$ cat src/rtl/demux8_buf_pkg.sv
// Shared constants and state encodings for the 8-way buffered demux.
// Imported by the buffer and the top.
package demux8_buf_pkg;

  localparam int NUM_DEST = 8;

  typedef enum logic [1:0] {
    ST_EMPTY = 2'd0,
    ST_ONE   = 2'd1,
    ST_FULL  = 2'd2
  } buf_state_t;

endpackage

$ cat src/rtl/skid_buf2.sv
// Two-entry in-order buffer with a registered ready.
// Head entry reads as zero whenever the buffer is empty.
module skid_buf2
  import demux8_buf_pkg::*;
#(
  parameter int width = 35
) (
  input  logic             clk,
  input  logic             reset,
  input  logic             push_valid,
  output logic             push_ready,
  input  logic [width-1:0] push_data,
  input  logic             pop,
  output logic             head_valid,
  output logic [width-1:0] head_data
);

  buf_state_t       state;
  logic [width-1:0] tail_q;
  logic             push;
  logic             pop_ok;

  assign push       = push_valid & push_ready;
  assign pop_ok     = pop & (state != ST_EMPTY);
  assign head_valid = (state != ST_EMPTY);

  always_ff @(posedge clk) begin
    if (reset) begin
      state      <= ST_EMPTY;
      head_data  <= '0;
      tail_q     <= '0;
      push_ready <= 1'b0;
    end else begin
      case (state)
        ST_EMPTY: begin
          push_ready <= 1'b1;
          if (push) begin
            head_data <= push_data;
            state     <= ST_ONE;
          end
        end
        ST_ONE: begin
          if (push && pop_ok) begin
            head_data  <= push_data;
            push_ready <= 1'b1;
          end else if (push) begin
            tail_q     <= push_data;
            state      <= ST_FULL;
            push_ready <= 1'b0;
          end else if (pop_ok) begin
            head_data  <= '0;
            state      <= ST_EMPTY;
            push_ready <= 1'b1;
          end else begin
            push_ready <= 1'b1;
          end
        end
        ST_FULL: begin
          // ready is low here, so only a pop can move us
          if (pop_ok) begin
            head_data  <= tail_q;
            state      <= ST_ONE;
            push_ready <= 1'b1;
          end else begin
            push_ready <= 1'b0;
          end
        end
        default: begin
          state      <= ST_EMPTY;
          head_data  <= '0;
          push_ready <= 1'b0;
        end
      endcase
    end
  end

endmodule

$ cat src/rtl/demux8_buf.sv
// 8-way demux behind a 2-entry in-order buffer.
// Only the head destination's ready can pop the buffer.
module demux8_buf
  import demux8_buf_pkg::*;
#(
  parameter int buswidth = 32,
  parameter int selwidth = 3
) (
  input  logic                clk,
  input  logic                reset,
  input  logic                in_valid,
  output logic                in_ready,
  input  logic [selwidth-1:0] in_select,
  input  logic [buswidth-1:0] in_data,
  output logic [NUM_DEST-1:0] out_valid,
  input  logic [NUM_DEST-1:0] out_ready,
  output logic [buswidth-1:0] demuxout
);

  localparam int W = selwidth + buswidth;

  logic [W-1:0]        head;
  logic                head_valid;
  logic [selwidth-1:0] head_sel;
  logic                pop;

  assign head_sel = head[W-1 -: selwidth];
  assign demuxout = head[buswidth-1:0];
  assign pop      = head_valid & out_ready[head_sel];

  skid_buf2 #(
    .width(W)
  ) u_buf (
    .clk       (clk),
    .reset     (reset),
    .push_valid(in_valid),
    .push_ready(in_ready),
    .push_data ({in_select, in_data}),
    .pop       (pop),
    .head_valid(head_valid),
    .head_data (head)
  );

  always_comb begin
    out_valid = '0;
    for (int k = 0; k < NUM_DEST; k++) begin
      if (head_valid && head_sel == selwidth'(k))
        out_valid[k] = 1'b1;
    end
  end

endmodule

$ cat config.mk
export PLATFORM = sky130hd
export DESIGN_NAME = demux8_buf
export DESIGN_NICKNAME = d
export VERILOG_FILES = /design/src/rtl/demux8_buf_pkg.sv /design/src/rtl/skid_buf2.sv /design/src/rtl/demux8_buf.sv
export SDC_FILE = /design/constraint.sdc
export NUM_CORES = 1
export LEC_CHECK = 0
export BUFFER_PORTS_ARGS = -buffer_cell sky130_fd_sc_hd__buf_4
export CAP_MARGIN = 20
export CORE_MARGIN = 4
export CORE_UTILIZATION = 45
export DETAILED_ROUTE_END_ITERATION = 10
export GPL_TIMING_DRIVEN = 0
export PLACE_DENSITY = 0.69
export SLEW_MARGIN = 15
export SYNTH_ARGS = -nofsm -noshare
export SYNTH_HDL_FRONTEND = slang
export SYNTH_SLANG_ARGS = --single-unit
$ cat constraint.sdc
create_clock -name clk -period 3.6 [get_ports clk]
set_input_delay 0.72 -clock clk [delete_from_list [all_inputs] [get_ports clk]]
set_output_delay 0.72 -clock clk [all_outputs]
set_load 0.01 [all_outputs]
==> flow_summary_export.csv <==
group,metric,value,unit
critical_path,cp.arrival,1.68,ns
critical_path,worstSetupEndpointType,"output port",
placement,place_area,4260,µm²
cts,cts.sinks,73,
grt,grt_overflow_total,0,
critical_path,critPathLaunchType,"flop",
cts,clock-root-buffer,"clkbuf_8",
grt,antenna_found_initial,0,
finish,finalInstanceArea,4490,µm²
detailed_routing,route.detailed.drc,0,
critical_path,rrSetupSlack,1.38,ns
critical_path,critPathRequiredTime,2.88,ns
timing,slew_violations,0,
worst_hold_path,hold_depth,1,
synthesis,synth_warnings,0,
job,max-cap-violations,0,
die,die_h,96.1,µm
synthesis,ys_ff_latch,73,
synthesis,syn_inst,360,
critical_path,crit_type,"reg2out",
cts,clk_pin_slew,0.07,ns
timing,rsz0062_at_grt,"false",
grt,grt_pass1_vias,2935,
critical_path,crit_family,"simple AND/OR/NAND/NOR gates",
critical_path,cp_slowest_cell,"or2_2",
cts,clk_path_buf_depth,2,
pwr,p_per_area,449,nW/µm²
cts,cts-hold-fix-buffers,0,
finish,layout-area-overhead-vs-synth,28.6,%
critical_path,cp_num_buf_inv,2,
finish,final_common_cell,"buf_4",
synthesis,syn-num-nets,406,
detailed_routing,firstDrtPassIters,4,
detailed_routing,antenna_left,0,
critical_path,crit_chain,"clkbuf_1 -> nor2_1 -> or2_2 -> nor3_1 -> buf_4",
grt,track_usage,19.3,%
timing,worst_pin_slew,0.752,ns
placement,dp_hpwl,6100,µm
finish,drive_above_1_share,33.5,%
cts,clock_latency,0.34,ns
finish,layout.cells.non_filler,561,
die,design.core.area,7410,µm²
timing,clock_skew,0.00636,ns
critical_path,worstPathMaxFanout,10,
grt,grt_pass1_wl,13900,µm
critical_path,r2r_cells,5,
synthesis,synth_cell_types,31,
synthesis,syn_avg_cell_area,9.70,µm²
cts,cts_buffers,9,
timing,hold_violations,0,
finish,fin_nets,503,
placement,io_buffers,86,
detailed_routing,num_vias,3068,
worst_hold_path,hp-class,"reg2reg",
die,die_w,96.1,µm
timing,min_period,2.40,ns
die,num_rows,31,
timing,slew_headroom,49.7,%
cts,postCtsSetupRepairBufs,0,
cts,cts_tree,"built",
cts,cts_resized,0,
finish,final_cell_mix,"120 x buf_4, 73 x dfxtp_1, 39 x nand2b_1",
finish,diodes,0,
pwr,peakVddDrop,0.312,mV
critical_path,slowest_delay,0.32,ns
detailed_routing,vias_per_cell,5.47,
timing,max_freq,417,MHz
status,outcome,"complete, no violations",
grt,grt_max_degree,13,
timing,tns,0,ns
synthesis,syn_area,3490,µm²
detailed_routing,first_iter_violations,142,
synthesis,seq_area_frac_synth,41.9,%
timing,finalSetupViolCount,0,
timing,period_share,66.6,%
die,start_util,47.1,%
detailed_routing,routed_wirelength,8710,µm
pwr,p_leak,1.74,nW
die,pin_count,87,
placement,gp_congestion,0.781,
die,die_area,9230,µm²
critical_path,cp_num_cells,5,
placement,placed_cells,545,
detailed_routing,wl_per_cell,15.5,µm
cts,h-tree-depth,3,
finish,fill_cells,639,
-- logic make-up (layout without fill, tap and decap cells) --
logic type / Yosys count / after routing / synth area share [%]
AOI/OAI and AO/OA: 115 / 115 / 23.7
buffers and inverters: 68 / 170 / 12.0
DFF: 73 / 73 / 41.9
muxes: 10 / 10 / 3.73
and+or+nand+nor: 94 / 94 / 18.6
-- routing by layer --
metal	part of all wire (%)	up-vias	GRT usage [%]
met5	0	-	0
met4	1.2	0	6.87
met3	5.6	10	5.16
met2	47	89	30.2
met1	46	1451	25.6
li1	-	1518	-
-- power breakdown --
group	internal (mW)	switching, mW	total (mW)
combinational	0.211	0.198	0.410
clock	0.426	0.303	0.728
sequential	0.853	0.0263	0.879
-- metrics by stage --
stage	setup WS (ns)	total power [mW]	utilization, %	hold slack (ns)
6_report	1.20	2.02	60.6	0.466
4_1_cts	1.18	2.04	60.6	0.471
3_3_place_gp	1.05	1.31	57.5	0.446
3_5_place_dp	1.02	1.31	57.5	0.448
2_1_floorplan	1.40	1.15	-	0.434
5_1_grt	1.05	2.11	60.6	0.480
-- sequential cells by signal (all words and copies together) (netlist names) --
register,flops
u_buf.head_data,35
u_buf.push_ready,1
u_buf.state,2
u_buf.tail_q,35
-- final timing paths --
| check | to | from |
|---|---|---|
| max | out_valid[0] | u_buf.state[0] |
| min | u_buf.head_data[28] | u_buf.head_data[28] |
| max reg2reg | u_buf.head_data[16] | u_buf.head_data[33] |
| min reg2reg | u_buf.head_data[28] | u_buf.head_data[28] |
-- synthesized netlist by cell type --
cell       instances  area, µm²
inv_1              1       3.75
nor3_1             3       15.0
nand2_1            2       7.51
o2bb2ai_1         35        307
buf_2              3       15.0
buf_4             34        255
a31oi_1            1       6.26
buf_6              4       45.0
a22oi_1           35        263
mux2i_1            4       40.0
nand4_1            1       6.26
a32oi_1            1       8.76
clkbuf_2           3       15.0
or2_2              1       6.26
mux2_2             4       45.0
nor3_4             1       16.3
a22o_1             1       8.76
nor2_1            10       37.5
nand4b_1          35        307
nand2b_1          39        244
nand3_1            1       5.00
or3_1              1       6.26
clkbuf_1          20       75.1
dfxtp_1           73       1460
a21oi_1            3       15.0
buf_1              3       11.3
mux4_2             2       45.0
o21ai_0           35        175
a32oi_4            1       27.5
o21ai_1            2       10.0
a211oi_1           1       7.51
-- final cells by class --
type	count	area, µm²	area share (%)
multi-input cells	219	1610	35.8
clock buffers	11	151	3.37
plain buffers	67	417	9.28
clock inverters	5	77.6	1.73
flip-flops and latches	73	1460	32.6
well taps	99	124	2.76
inverters	1	3.75	0.0836
repair buffers	86	646	14.4
Power figures use the tool's default switching activity.
